==> config.mk <==
export PLATFORM = sky130hd
export DESIGN_NAME = fetch_stage_flat
export DESIGN_NICKNAME = d
export VERILOG_FILES = /design/src/rtl/fetch_stage_if.sv /design/src/rtl/fetch_stage.sv /design/src/flat_wrapper.sv
export SDC_FILE = /design/constraint.sdc
export NUM_CORES = 1
export LEC_CHECK = 0
export BUFFER_PORTS_ARGS = -buffer_cell sky130_fd_sc_hd__buf_2
export CORE_MARGIN = 8
export CORE_UTILIZATION = 55
export DETAILED_ROUTE_END_ITERATION = 10
export GPL_ROUTABILITY_DRIVEN = 0
export PLACE_DENSITY = 0.91
export SETUP_SLACK_MARGIN = 0.02
export SYNTH_ARGS = -nofsm -noshare
export SYNTH_HDL_FRONTEND = slang
export SYNTH_SLANG_ARGS = --single-unit
==> constraint.sdc <==
create_clock -name clk -period 8.7 [get_ports clk]
set_clock_uncertainty 0.1 [all_clocks]
set_input_delay 0.435 -clock clk [delete_from_list [all_inputs] [get_ports clk]]
set_output_delay 0.435 -clock clk [all_outputs]
set_load 0.03 [all_outputs]
==> src/rtl/fetch_stage_if.sv <==
// ----------------------------------------------------------------------------
// fetch_stage_if
//
// SRAM-like instruction port between the fetch stage (master) and the
// instruction memory (slave). One request may be outstanding at a time.
//
// Signals
//   inst_req      master->slave  fetch request
//   inst_addr     master->slave  fetch address (stable while req && !addr_ok)
//   inst_addr_ok  slave->master  request accepted this cycle
//   inst_data_ok  slave->master  read data valid this cycle
//   inst_rdata    slave->master  read data
// ----------------------------------------------------------------------------
interface fetch_stage_if;
    logic        inst_req;
    logic [31:0] inst_addr;
    logic        inst_addr_ok;
    logic        inst_data_ok;
    logic [31:0] inst_rdata;

    modport master (
        output inst_req,
        output inst_addr,
        input  inst_addr_ok,
        input  inst_data_ok,
        input  inst_rdata
    );

    modport slave (
        input  inst_req,
        input  inst_addr,
        output inst_addr_ok,
        output inst_data_ok,
        output inst_rdata
    );
endinterface

==> src/rtl/fetch_stage.sv <==
// ----------------------------------------------------------------------------
// fetch_stage
//
// Instruction-fetch stage plus the IF/ID pipeline register. Owns the fetch PC,
// drives a single-outstanding SRAM-like instruction port and hands
// instructions to decode. Delayed branches redirect after their delay slot;
// exception redirects take effect immediately and cancel any fetch in flight.
// Cycles without a ready instruction load a NOP bubble (instr 0, valid 0).
//
// Parameters
//   RESET_PC             first fetch address after reset
//
// Ports
//   clk                  clock, rising edge
//   rst                  synchronous active-high reset
//   inst_bus             instruction port (fetch_stage_if.master)
//   i_stall_D            decode holds, D register keeps its contents
//   i_flush_D            D register becomes a bubble (beats stall/delivery)
//   i_is_branch_D        valid instruction in D has a delay slot
//   i_branch_taken_D     that branch redirects
//   i_branch_target_D    redirect target
//   i_exc_redirect       exception/eret redirect, highest priority
//   i_exc_pc             exception/eret target
//   o_instr_D            instruction to decode (0 = bubble)
//   o_pc_D               PC of o_instr_D
//   o_valid_D            o_instr_D is a real instruction
//   o_is_in_delayslot_D  o_instr_D sits in a branch delay slot
//   o_adel_D             fetch address was misaligned
//
// Build option
//   FETCH_ADEL_EN        when defined, a misaligned pc_F issues no request and
//                        instead delivers an address-error bubble to D; when
//                        undefined o_adel_D is tied low and pc_F[1:0] is sent
//                        to memory as-is.
// ----------------------------------------------------------------------------
module fetch_stage #(
    parameter logic [31:0] RESET_PC = 32'hBFC0_0000
) (
    input  logic                 clk,
    input  logic                 rst,
    fetch_stage_if.master        inst_bus,
    input  logic                 i_stall_D,
    input  logic                 i_flush_D,
    input  logic                 i_is_branch_D,
    input  logic                 i_branch_taken_D,
    input  logic [31:0]          i_branch_target_D,
    input  logic                 i_exc_redirect,
    input  logic [31:0]          i_exc_pc,
    output logic [31:0]          o_instr_D,
    output logic [31:0]          o_pc_D,
    output logic                 o_valid_D,
    output logic                 o_is_in_delayslot_D,
    output logic                 o_adel_D
);

    typedef enum logic [1:0] {
        S_REQ    = 2'd0,   // request pc_F, waiting for addr_ok
        S_WAIT   = 2'd1,   // request accepted, waiting for data_ok
        S_CANCEL = 2'd2,   // data of a redirected-away fetch still to drain
        S_HOLD   = 2'd3    // data arrived while decode stalled, kept in r_buf
    } state_t;

    state_t      r_state;
    state_t      w_state_nxt;

    logic [31:0] r_pc_F;
    logic [31:0] r_buf;
    logic        r_ds_flag;
    logic        r_pend_valid;
    logic [31:0] r_pend_pc;

    logic [31:0] r_instr_D;
    logic [31:0] r_pc_D;
    logic        r_valid_D;
    logic        r_ds_D;

    logic        w_misaligned;
    logic        w_accept;
    logic        w_fetch_done;
    logic        w_buf_load;
    logic        w_adel_fire;
    logic [31:0] w_deliver_word;
    logic        w_capture;
    logic        w_ds_eff;
    logic        w_pend_eff;
    logic [31:0] w_pend_pc_eff;
    logic [31:0] w_pc_next;

`ifdef FETCH_ADEL_EN
    assign w_misaligned = (r_pc_F[1:0] != 2'b00);
`else
    assign w_misaligned = 1'b0;
`endif

    // No request while in reset, so inst_req first rises in the cycle after
    // rst is released.
    assign inst_bus.inst_req  = (r_state == S_REQ) && !rst && !w_misaligned;
    assign inst_bus.inst_addr = r_pc_F;

    assign w_accept       = inst_bus.inst_req && inst_bus.inst_addr_ok;
    assign w_deliver_word = (r_state == S_HOLD) ? r_buf : inst_bus.inst_rdata;

    // A branch sitting in D is captured on the edge that lets it leave D.
    // If the delay-slot word is delivered on that very edge (possible when it
    // was parked in r_buf during a long stall), the capture is forwarded so
    // the delay slot is still marked and the redirect still applies.
    assign w_capture     = r_valid_D && i_is_branch_D && !i_stall_D && !i_exc_redirect;
    assign w_ds_eff      = r_ds_flag || w_capture;
    assign w_pend_eff    = r_pend_valid || (w_capture && i_branch_taken_D);
    assign w_pend_pc_eff = (w_capture && i_branch_taken_D) ? i_branch_target_D : r_pend_pc;

    // Only the delay slot itself may consume a pending redirect.
    assign w_pc_next = (w_ds_eff && w_pend_eff) ? w_pend_pc_eff : (r_pc_F + 32'd4);

    always_comb begin
        w_state_nxt  = r_state;
        w_fetch_done = 1'b0;
        w_buf_load   = 1'b0;
        w_adel_fire  = 1'b0;
        case (r_state)
            S_REQ: begin
                if (i_exc_redirect) begin
                    // An accepted request would return stale data: drain it.
                    w_state_nxt = w_accept ? S_CANCEL : S_REQ;
                end else if (w_misaligned) begin
                    w_adel_fire = !i_stall_D;
                end else if (w_accept) begin
                    w_state_nxt = S_WAIT;
                end
            end
            S_WAIT: begin
                if (i_exc_redirect) begin
                    w_state_nxt = inst_bus.inst_data_ok ? S_REQ : S_CANCEL;
                end else if (inst_bus.inst_data_ok) begin
                    if (!i_stall_D) begin
                        w_fetch_done = 1'b1;
                        w_state_nxt  = S_REQ;
                    end else begin
                        w_buf_load  = 1'b1;
                        w_state_nxt = S_HOLD;
                    end
                end
            end
            S_HOLD: begin
                if (i_exc_redirect) begin
                    w_state_nxt = S_REQ;
                end else if (!i_stall_D) begin
                    w_fetch_done = 1'b1;
                    w_state_nxt  = S_REQ;
                end
            end
            S_CANCEL: begin
                if (inst_bus.inst_data_ok) begin
                    w_state_nxt = S_REQ;
                end
            end
            default: begin
                w_state_nxt = S_REQ;
            end
        endcase
    end

    always_ff @(posedge clk) begin
        if (rst) begin
            r_state      <= S_REQ;
            r_pc_F       <= RESET_PC;
            r_ds_flag    <= 1'b0;
            r_pend_valid <= 1'b0;
            r_instr_D    <= 32'd0;
            r_pc_D       <= 32'd0;
            r_valid_D    <= 1'b0;
            r_ds_D       <= 1'b0;
        end else begin
            r_state <= w_state_nxt;

            if (i_exc_redirect) begin
                r_pc_F       <= i_exc_pc;
                r_ds_flag    <= 1'b0;
                r_pend_valid <= 1'b0;
            end else if (w_fetch_done) begin
                // PC advances even when a flush throws the delivered word away.
                r_pc_F       <= w_pc_next;
                r_ds_flag    <= 1'b0;
                r_pend_valid <= w_pend_eff && !w_ds_eff;
            end else begin
                r_ds_flag    <= w_ds_eff;
                r_pend_valid <= w_pend_eff;
            end

            if (i_exc_redirect || i_flush_D) begin
                r_instr_D <= 32'd0;
                r_valid_D <= 1'b0;
                r_ds_D    <= 1'b0;
            end else if (w_fetch_done) begin
                r_instr_D <= w_deliver_word;
                r_pc_D    <= r_pc_F;
                r_valid_D <= 1'b1;
                r_ds_D    <= w_ds_eff;
            end else if (w_adel_fire) begin
                r_instr_D <= 32'd0;
                r_pc_D    <= r_pc_F;
                r_valid_D <= 1'b1;
                r_ds_D    <= w_ds_eff;
            end else if (!i_stall_D) begin
                r_instr_D <= 32'd0;
                r_valid_D <= 1'b0;
                r_ds_D    <= 1'b0;
            end
        end
    end

    // Datapath-only registers: their contents matter only while the FSM or
    // pend_valid says they are live, so they carry no reset.
    always_ff @(posedge clk) begin
        if (w_buf_load) begin
            r_buf <= inst_bus.inst_rdata;
        end
        r_pend_pc <= w_pend_pc_eff;
    end

`ifdef FETCH_ADEL_EN
    logic r_adel_D;

    always_ff @(posedge clk) begin
        if (rst) begin
            r_adel_D <= 1'b0;
        end else if (i_exc_redirect || i_flush_D || w_fetch_done) begin
            r_adel_D <= 1'b0;
        end else if (w_adel_fire) begin
            r_adel_D <= 1'b1;
        end else if (!i_stall_D) begin
            r_adel_D <= 1'b0;
        end
    end

    assign o_adel_D = r_adel_D;
`else
    assign o_adel_D = 1'b0;
`endif

    assign o_instr_D           = r_instr_D;
    assign o_pc_D              = r_pc_D;
    assign o_valid_D           = r_valid_D;
    assign o_is_in_delayslot_D = r_ds_D;

endmodule

==> src/flat_wrapper.sv <==
// flat-port wrapper written by rule: the top's interface ports become plain ports
module fetch_stage_flat 
#(
    parameter logic [31:0] RESET_PC = 32'hBFC0_0000
)
  (clk, rst, i_stall_D, i_flush_D, i_is_branch_D, i_branch_taken_D, i_branch_target_D, i_exc_redirect, i_exc_pc, o_instr_D, o_pc_D, o_valid_D, o_is_in_delayslot_D, o_adel_D, inst_bus_inst_req, inst_bus_inst_addr, inst_bus_inst_addr_ok, inst_bus_inst_data_ok, inst_bus_inst_rdata);
  fetch_stage_if inst_bus_i ();
  input  logic clk;
  input  logic rst;
  input  logic i_stall_D;
  input  logic i_flush_D;
  input  logic i_is_branch_D;
  input  logic i_branch_taken_D;
  input  logic [31:0] i_branch_target_D;
  input  logic i_exc_redirect;
  input  logic [31:0] i_exc_pc;
  output logic [31:0] o_instr_D;
  output logic [31:0] o_pc_D;
  output logic o_valid_D;
  output logic o_is_in_delayslot_D;
  output logic o_adel_D;
  output wire logic [$bits(inst_bus_i.inst_req)-1:0] inst_bus_inst_req;
  output wire logic [$bits(inst_bus_i.inst_addr)-1:0] inst_bus_inst_addr;
  input wire logic [$bits(inst_bus_i.inst_addr_ok)-1:0] inst_bus_inst_addr_ok;
  input wire logic [$bits(inst_bus_i.inst_data_ok)-1:0] inst_bus_inst_data_ok;
  input wire logic [$bits(inst_bus_i.inst_rdata)-1:0] inst_bus_inst_rdata;
  assign inst_bus_inst_req = inst_bus_i.inst_req;
  assign inst_bus_inst_addr = inst_bus_i.inst_addr;
  assign inst_bus_i.inst_addr_ok = inst_bus_inst_addr_ok;
  assign inst_bus_i.inst_data_ok = inst_bus_inst_data_ok;
  assign inst_bus_i.inst_rdata = inst_bus_inst_rdata;
  fetch_stage #(.RESET_PC(RESET_PC)) u_core (.clk(clk), .rst(rst), .inst_bus(inst_bus_i), .i_stall_D(i_stall_D), .i_flush_D(i_flush_D), .i_is_branch_D(i_is_branch_D), .i_branch_taken_D(i_branch_taken_D), .i_branch_target_D(i_branch_target_D), .i_exc_redirect(i_exc_redirect), .i_exc_pc(i_exc_pc), .o_instr_D(o_instr_D), .o_pc_D(o_pc_D), .o_valid_D(o_valid_D), .o_is_in_delayslot_D(o_is_in_delayslot_D), .o_adel_D(o_adel_D));
endmodule
### Word level (Yosys, flattened, before mapping)

Cells that the tools add are included.

| storage, ports and cells | value |
|---|---|
| flip-flop bits (word level) | 166 |
| bits in latches | 0 |
| bits in writable memories | 0 |
| ROM bits | 0 |
| word-level logic and storage cells | 74 |
| memories kept | 0 |

| operators by class | value |
|---|---|
| add/sub/neg operators | 1 |
| $mul | 0 |
| divide/modulo/power cells | 0 |
| magnitude comparators | 0 |
| equality and inequality tests | 8 |
| shifts and indexed selects | 0 |
| mux-type cells | 32 |
| bitwise operators | 1 |
| reduce and logical (&&, ||, !) cells | 22 |

Operators with widths:

| cell | number |
|---|---|
| 32-bit 2-to-1 mux | 8 |
| 32-bit by 3-bit adder with 32-bit output, second input constant | 1 |
| 2-bit 2-to-1 mux | 10 |
| 1-bit 2-to-1 mux | 12 |
| 1-bit logical AND | 8 |
| 2-bit case mux with 4 select lines | 1 |
| 3-bit != test, second input constant | 2 |
| 2-bit == test, second input constant | 2 |
| 1-bit zero test | 4 |
| 4-bit AND reduction | 1 |
| 2-bit OR reduction | 2 |
| 1-bit logical OR | 3 |
| 3-bit by 2-bit != test with 1-bit output, second input constant | 1 |
| 3-bit OR reduction | 1 |
| 2-bit by 1-bit == test with 1-bit output, second input constant | 1 |
| 2-bit zero test | 1 |
| 2-bit by 1-bit != test with 1-bit output, second input constant | 1 |
| 2-bit != test, second input constant | 1 |
| 1-bit case mux with 2 select lines | 1 |
| 2-bit AND reduction | 1 |
| 2-bit nonzero test | 1 |
| 1-bit NOT | 1 |

### Depth between registers and ports, before layout

Gate-level depths: netlist of run 1.

| logic depth | value |
|---|---|
| word-level depth | 9 |
| gate-level depth with buffers | 8 |
| mapped depth without buffers | 6 |

### Worst setup path before layout of run 1

Ideal clock, no wire load.

| timing | value |
|---|---|
| path kind | input to register |
| from | input i_exc_redirect |
| to | register u_core.r_buf[0], enable pin |
| library setup time | 0.513 ns |
| data arrival time | 4.365 ns |
| required time | 8.087 ns |
| slack | 3.722 ns |
| stages | 4 |
| cells stage by stage | buf_2 > clkbuf_1 > clkbuf_1 > nor4b_1 |

| on the way | value |
|---|---|
| word-level cells in the longest chain between the ends | 2 |

Ends and longest elaborated chain:

| what | RTL line | RTL |
|---|---|---|
| from (decl) | flat_wrapper.sv:15 | `input logic i_exc_redirect;` |
| 1-bit 2-to-1 mux | fetch_stage.sv:132 | `if (i_exc_redirect) begin` |
| 1-bit 2-to-1 mux | fetch_stage.sv:120 | `case (r_state)` |
| net u_core.w_buf_load | fetch_stage.sv:80 | `logic w_buf_load;` |
| to (signal assigned) | fetch_stage.sv:216 | `r_buf <= inst_bus.inst_rdata;` |
| to (decl) | fetch_stage.sv:67 | `logic [31:0] r_buf;` |

The timed path passes the listed nets, and every way through them passes these cells.
A chain may end at the register's enable or synchronous reset.

### Worst setup path in the final report of run 1

| timing | value |
|---|---|
| from | input i_stall_D |
| to | register u_core.r_pc_F[2] (netlist: u_core.inst_bus.inst_addr[2]) |

| on the way | value |
|---|---|
| elaborated cells on any way between the ends | 17 |
| those cells by class | mux: 9; reduce/logical: 8 |

RTL lines:

| what | RTL line | RTL |
|---|---|---|
| from (decl) | flat_wrapper.sv:10 | `input logic i_stall_D;` |
| 1-bit zero test | fetch_stage.sv:107 | `assign w_capture = r_valid_D && i_is_branch_D && !i_stall_D && !i_exc_redirect;` |
| 1-bit logical AND (2 in a row) | fetch_stage.sv:107 |  |
| 1-bit logical AND | fetch_stage.sv:110 | `assign w_pend_pc_eff = (w_capture && i_branch_taken_D) ? i_branch_target_D : r_pend_pc;` |
| 32-bit 2-to-1 mux | fetch_stage.sv:110 |  |
| net u_core.w_pend_pc_eff[2] | fetch_stage.sv:86 | `logic [31:0] w_pend_pc_eff;` |
| 32-bit 2-to-1 mux | fetch_stage.sv:113 | `assign w_pc_next = (w_ds_eff && w_pend_eff) ? w_pend_pc_eff : (r_pc_F + 32'd4);` |
| 32-bit 2-to-1 mux | fetch_stage.sv:180 | `end else if (w_fetch_done) begin` |
| 32-bit 2-to-1 mux | fetch_stage.sv:176 | `if (i_exc_redirect) begin` |
| to (signal assigned) | fetch_stage.sv:177 | `r_pc_F <= i_exc_pc;` |
| to (signal assigned) | fetch_stage.sv:182 | `r_pc_F <= w_pc_next;` |
| to (decl) | fetch_stage.sv:66 | `logic [31:0] r_pc_F;` |

The timed path passes the listed nets, and every way through them passes these cells. The select of a mux whose other input is x is not followed.

==> impl_results.md, run 1 <==
* First drt pass iteration count at 7
* Worst Hold Class: input port to flop
* DIE AREA at 0.0175 mm²
* Netlist cell types at between 70 and 80
* Root Driver: clkbuf_16
* First-pass GRT wire length at approximately 37000 µm
* Worst hold endpoint: u_core.r_buf[22]
* Post-synth ARST share at 0%
* Clk sinks at about 170
* Synthesized flop and latch total at about 170
* Worst R2R End: u_core.inst_bus.inst_addr[2]
* Placed cell count at between 1k and 1.5k
* DRC errors left at 0
* Gr usage total at between 20% and 30%
* Worst rel slew slack at about a fifth
* Worst Setup End Kind: flop
* Pins Over Slew Limit at 0
* Total wire length at between 20000 and 25000 µm
* CTS tree: built
* Worst r2r path cells at 6
* Antenna violations before repair at 3
* Layout Nets at roughly 1.1k
* TritonCTS Buffers at 17
* Num rows at between 40 and 50
* Width of the die at between 100 and 150 µm
* Hold Crit Depth at 1
* Post_cts resized at 0
* Worst setup path category: input port to flop
* IO Pins at 205
* Arr. time, crit path at between 3 and 4 ns
* Max Cap Viol at 0
* Via count at just over 7k
* Fraction of layout cells with a size suffix above 1 at a little over a quarter
* Total negative slack at 0 ns
* Register area at between 0.003 and 0.004 mm²
* Hold Startpoint: inst_bus_inst_rdata[22]
* Post-synth EDFFs at 32
* # H-tree levels at 4
* FILL cells at 1071
* Final setup violation count at 0
* Wire per inst at between 15 and 20 µm
* Leak Pwr at ~3.8 nW
* Register area share after synthesis at just under 50%
* Non-filler cells, final at 1223
* CP max FO at about 40
* Syn avg cell area at approximately 8.6 µm²
* Die height at ~130 µm
* Final Hold Viols at 0
* ANT cells at 0
* Core area at roughly 0.013 mm²
* Power density over cell area at between 150 and 200 mW/mm²
* Hpwl dp at 16600 µm
* Unrepaired setup endpoints after global routing: no
* Worst EP required at 8.89 ns
* Clock tree buffer depth at 2
* Effective utilization at floorplan at 56.2%
* Post-Synthesis Net Count at between 900 and 1k
* Via density at 5.92
* DRT iter0 DRCs at about 770
* Warnings, synthesis at 0
* Reg2reg start: u_core.o_valid_D
* I/O Buffers at roughly 200
* Post-CTS Setup Inserts at 0
* Main flop type after synthesis: dfxtp_1
* Min Hold Slack at approximately 0.081 ns
* Post-CTS Hold Buffers at 0
* Final Util at 68.0%
* Vias in the first global route at approximately 7.3k
* Maximum vdd drop at 0.140 mV
* Largest net degree at the start of global routing at 60
* Post-route ant nets at 0
* Syn Inst Count at ~860
* R2R setup slack at 5.97 ns
* Tmin final at roughly 3.0 ns
* Outcome: finished clean
* Worst slew pin tran at 1.21 ns
* Worst-path clk slew at around 0.07 ns
* Final period util at 34.0%
* Multi-input logic area at 0.00342 mm²
* Fmax at 338 MHz
* GRT Residual Overflow at 0
* Area growth syn-to-layout at 20.9%
* Cell Area, Synth at around 0.0074 mm²
* Worst-Skew Late Latency at about 0.44 ns
* Tot Pwr at between 1.5 and 2 mW
* Startpoint Class: input port
[worst max-delay path: stages]
cell and delay, ns:
buf_2 0.59, and4bb_1 0.46, nand2_1 0.58, buf_4 0.38
mux2_2 0.38, a211oi_1 0.22, a211oi_1 0.08
[through the flow]
stage               instance area (µm²)  setup slack [ns]
floorplan                          7410              3.72
global placement                   8410              5.38
detailed placement                 8410              5.29
CTS                                8970              5.77
global route                       8970              5.59
finish                             8970              5.74
[cell usage after synthesis, types with 4 or more instances]
library cell  count  area share [%]
nand2_1         209              11
dfxtp_1         134              36
a21oi_1         116             7.8
nor2_1           56             2.8
clkbuf_1         39             2.0
edfxtp_1         32              13
o21ai_0          31             2.1
nor3_1           20             1.4
mux2_2           19             2.9
a211oi_1         12             1.2
inv_1            12            0.61
nand3_1          10            0.68
o22ai_1          10            0.84
or3_1             9            0.76
a221oi_1          8            0.95
a31oi_1           8            0.68
buf_2             7            0.47
nand4_1           7            0.59
o211ai_1          7            0.71
xor2_1            7            0.83
and2_1            5            0.42
and4_1            5            0.59
buf_6             5            0.76
nor4_1            5            0.42
o21a_1            5            0.51
clkbuf_8          4            0.74
mux2i_1           4            0.54
o221ai_1          4            0.47
or2_2             4            0.34
xnor2_1           4            0.47
[power breakdown]
| part | switching (mW) | leakage [nW] | total (mW) | internal, mW |
|---|---|---|---|---|
| registers | 0.0238 | 1.37 | 0.819 | 0.795 |
| logic | 0.0812 | 2.13 | 0.129 | 0.0477 |
| clock network | 0.322 | 0.270 | 0.718 | 0.396 |
[flip-flops by register name (all words and copies together) (netlist names)]
signal / count
u_core.r_pend_pc: 32
u_core.r_ds_flag: 1
u_core.r_pend_valid: 1
u_core.o_valid_D: 1
u_core.r_buf: 32
u_core.o_is_in_delayslot_D: 1
u_core.o_instr_D: 32
u_core.o_pc_D: 32
u_core.r_state: 2
u_core.inst_bus.inst_addr: 32
[per-layer routing]
metal,part of all wire [%],GRT usage [%]
met1,38,29.4
met2,47,42.8
met3,12,12.0
met4,3.2,11.9
met5,0.14,0
[kinds of logic after synthesis]
logic type               after synthesis  synth area share, %
adder cells (fa/ha/maj)                1                0.169
AO/OA/AOI/OAI                        235                 19.4
AND/OR/NAND/NOR                      354                 21.6
multiplexers                          23                 3.43
other                                  1               0.0506
flip-flops                           166                 49.1
XOR/XNOR                              11                 1.30
buffers and inverters                 73                 4.94
[cell usage in the layout, fill, tap and decap left out, types with 12 or more instances in the layout]
master	Yosys	final
a211oi_1	12	12
a21oi_1	116	116
buf_2	7	203
clkbuf_16	0	17
dfxtp_1	134	134
edfxtp_1	32	32
inv_1	12	12
mux2_2	19	19
nand2_1	209	208
nor2_1	56	55
nor3_1	20	20
o21ai_0	31	31
[worst max-delay path by stage]
stage / to / slack, ns / cells past startpoint / from
2_1_floorplan: u_core.r_buf[0] / 3.72 / 4 / i_exc_redirect
3_3_place_gp: u_core.inst_bus.inst_addr[2] / 5.38 / 7 / i_stall_D
3_5_place_dp: u_core.inst_bus.inst_addr[2] / 5.29 / 7 / i_stall_D
4_1_cts: u_core.inst_bus.inst_addr[2] / 5.77 / 7 / i_stall_D
5_1_grt: u_core.inst_bus.inst_addr[2] / 5.59 / 7 / i_stall_D
6_report: u_core.inst_bus.inst_addr[2] / 5.74 / 7 / i_stall_D
[cell type report]
class / count / share of cell area (%)
Sequential cell: 166 / 40.6
Multi-Input combinational cell: 625 / 38.1
Timing Repair Buffer: 212 / 12.1
Clock buffer: 18 / 4.79
Tap cell: 176 / 2.46
Clock inverter: 14 / 1.44
Inverter: 12 / 0.502
Note: power is estimated with default switching activity, not from simulation.
==> run 2: changes to the inputs <==
--- a/config.mk
+++ b/config.mk
@@ -5,12 +5,13 @@
 export SDC_FILE = /design/constraint.sdc
 export NUM_CORES = 1
 export LEC_CHECK = 0
+export ABC_AREA = 1
 export BUFFER_PORTS_ARGS = -buffer_cell sky130_fd_sc_hd__buf_2
 export CORE_MARGIN = 8
-export CORE_UTILIZATION = 55
+export CORE_UTILIZATION = 53
 export DETAILED_ROUTE_END_ITERATION = 10
 export GPL_ROUTABILITY_DRIVEN = 0
-export PLACE_DENSITY = 0.91
+export PLACE_DENSITY = 0.88
 export SETUP_SLACK_MARGIN = 0.02
 export SYNTH_ARGS = -nofsm -noshare
 export SYNTH_HDL_FRONTEND = slang
==> constraint.sdc (replaced) <==
create_clock -name clk -period 2.8 [get_ports clk]
set_clock_uncertainty 0.1 [all_clocks]
set_input_delay 0.14 -clock clk [delete_from_list [all_inputs] [get_ports clk]]
set_output_delay 0.14 -clock clk [all_outputs]
set_load 0.03 [all_outputs]
==> impl_results.md, run 2 <==
* Width of the die at 137 µm
* Syn Inst Count at roughly 1.1k
* Worst slew pin tran at approximately 1.3 ns
* Total wire length at roughly 27000 µm
* Worst r2r path cells at 6
* First drt pass iteration count at 6
* Num rows at 44
* CP max FO at 16
* Vias in the first global route at between 8k and 9k
* Commonest cells after routing, fill and taps aside: nand2_1, buf_2, dfxtp_1, a21oi_1, dlygate4sd3_1
* Layout Nets at roughly 1.5k
* Die height at roughly 140 µm
* Clk sinks at around 170
* Worst setup path category: flop to flop
* Cell Area, Synth at roughly 0.0077 mm²
* Hold Crit Depth at 4
* Root Driver: clkbuf_16
* Sequential share of power at a little under half
* Fraction of layout cells with a size suffix above 1 at 21.6%
* DRC errors left at 0
* Main flop type after synthesis: dfxtp_1
* Xor and xnor area share after synthesis at around 1.9%
* Post-Synth Simple-Gate Area at 26.5%
* Mux share of post-synthesis cell area at less than 1%
* Switch Pwr at ~1.7 mW
* CTS tree: built
* Synthesized flop and latch total at about 170
* Int Pwr at approximately 4 mW
* Fmax at 447 MHz
* DRT iter0 DRCs at between 800 and 900
* Tmin final at roughly 2.2 ns
* Area growth syn-to-layout at 33.6%
* Final period util at roughly 80%
* Synthesized-area fraction occupied by adder cells at 0.162%
* Met3 Track Usage GR at between 8 and 9%
* I/O Buffers at between 200 and 250
* Post-synthesis compound-gate area fraction at about 15%
* GRT Max-Usage Layer: met2
* Clock power frac at around two fifths
* Synth cell count leaders: nand2_1, dfxtp_1, a21oi_1
* TritonCTS Buffers at 17
* Max Cap Viol at 0
* Post-synth EDFFs at 32
* Commonest non-fill, non-tap cell in the layout: nand2_1
* Largest net degree at the start of global routing at between 60 and 70
* # H-tree levels at 4
* Synth top area cells: dfxtp_1, nand2_1, edfxtp_1, a21oi_1, nor2_1
* Switching Fraction at a little under a third
* Worst-path clk slew at around 0.070 ns
* Pins Over Slew Limit at 0
* DIE AREA at 0.0187 mm²
* Worst EP required at a little over 3 ns
* Total negative slack at 0 ns
* IO Pins at 205
* Worst-Skew Late Latency at 0.44 ns
* Hpwl dp at 16800 µm
* Count leader, synth: nand2_1
* Dominant cell type by area after synthesis: dfxtp_1
* Leak Pwr at between 4 and 5 nW
* Syn avg cell area at roughly 7.2 µm²
* Post-synth ARST share at 0%
* Clock tree buffer depth at 2
* Min Hold Slack at 0.00864 ns
* Via count at between 8k and 9k
* Maximum vdd drop at about 0.55 mV
* Antenna violations before repair at 3
* Largest family of logic cells by synthesized area: simple AND/OR/NAND/NOR gates
* Final setup violation count at 0
* Worst Setup End Kind: flop
* GRT Residual Overflow at 0
* Unrepaired setup endpoints after global routing: no
* Combinational share of power at 15.4%
* Gr usage total at between 20% and 30%
* Worst Hold Class: input port to flop
* R2R setup slack at 0.56 ns
* Post-Synthesis Net Count at approximately 1.2k
* Wire per inst at 17.3 µm
* Final Hold Viols at 0
* M1 GR Usage at between 30 and 40%
* First-pass GRT wire length at between 40000 and 50000 µm
* Final Util at between 70% and 80%
* Met2 Use GR at 49.7%
* Arr. time, crit path at ~2.5 ns
* Power density over cell area at around 560 mW/mm²
* Core area at 0.0144 mm²
* Startpoint Class: flop
* Post-route ant nets at 0
* Warnings, synthesis at 0
* Register area share after synthesis at a little under half
* Worst rel slew slack at approximately 16%
* Post-synth top area share at a little over a third
* Outcome: finished clean
* Via density at roughly 5.4
* Effective utilization at floorplan at 53.6%
* Netlist cell types at 34
## run 2: changes by cell type after synthesis, sizes merged, moves of 20 or more
cell    previous run  this run
o21ai             34       114
nor3              23         3
nand3             10        32
nand2            209       371
inv               12        99
nor2              57        95
buf               16        39
clkbuf            45        18
## run 2: critical path, cell delays in order, from the launching register on
cell,delay (ns)
dfxtp_1,0.42
nand2_1,0.40
nand3_1,0.22
nand2_1,0.10
a31oi_1,0.21
a31oi_1,0.11
dlygate4sd3_1,0.57
## run 2: power groups by stage
| stage | registers [mW] | clock network, mW | logic, mW |
|---|---|---|---|
| 2_1_floorplan | 2.74 | 0 | 0.397 |
| 3_3_place_gp | 2.66 | 0 | 0.731 |
| 3_5_place_dp | 2.66 | 0 | 0.744 |
| 4_1_cts | 2.60 | 2.27 | 0.863 |
| 5_1_grt | 2.62 | 2.38 | 0.965 |
| 6_report | 2.61 | 2.27 | 0.888 |
## run 2: area by class of cell
| class | instances | area (µm²) |
|---|---|---|
| Sequential cell | 166 | 3640 |
| Fill cell | 1058 | 4080 |
| Timing Repair Buffer | 314 | 2110 |
| Multi-Input combinational cell | 750 | 3360 |
| Clock buffer | 17 | 425 |
| Inverter | 100 | 375 |
| Antenna cell | 2 | 5.00 |
| Tap cell | 184 | 230 |
| Clock inverter | 15 | 140 |
## run 2: final timing paths
kind / start / endpoint
hold reg to reg: u_core.o_instr_D[31] / u_core.o_instr_D[31]
hold / removal: i_exc_pc[13] / u_core.inst_bus.inst_addr[13]
setup / recovery: u_core.r_state[0] / u_core.r_state[1]
setup reg to reg: u_core.r_state[0] / u_core.r_state[1]
## run 2: routing by layer
layer | wire length, µm | part of all wire (%)
met5 | 18 | 0.067
met4 | 1020 | 3.8
met3 | 2640 | 9.9
met2 | 13500 | 50
met1 | 9560 | 36
## run 2: kinds of logic after synthesis
logic type      count (synthesis)
other cells                     1
compound gates                216
simple gates                  514
mux                             1
fa+ha+maj                       1
buf+inv                       157
flops                         166
xor+xnor                       17
## run 2: metrics by stage
step / power [mW] / instances / setup WS [ns] / instance area (µm²)
after floorplan: 3.13 / 1073 / 0.116 / 7700
after global placement: 3.39 / 1416 / 0.757 / 8740
after detailed placement: 3.40 / 1416 / 0.656 / 8740
after CTS: 5.73 / 1546 / 0.577 / 10300
after global routing: 5.96 / 1547 / 0.402 / 10300
final: 5.77 / 1548 / 0.561 / 10300
## run 2: timing repair
action                    in CTS  in global routing
hold endpoints to repair     127                  0
setup buffers                  0                  0
resized for setup              0                  0
hold buffers                  98                  0
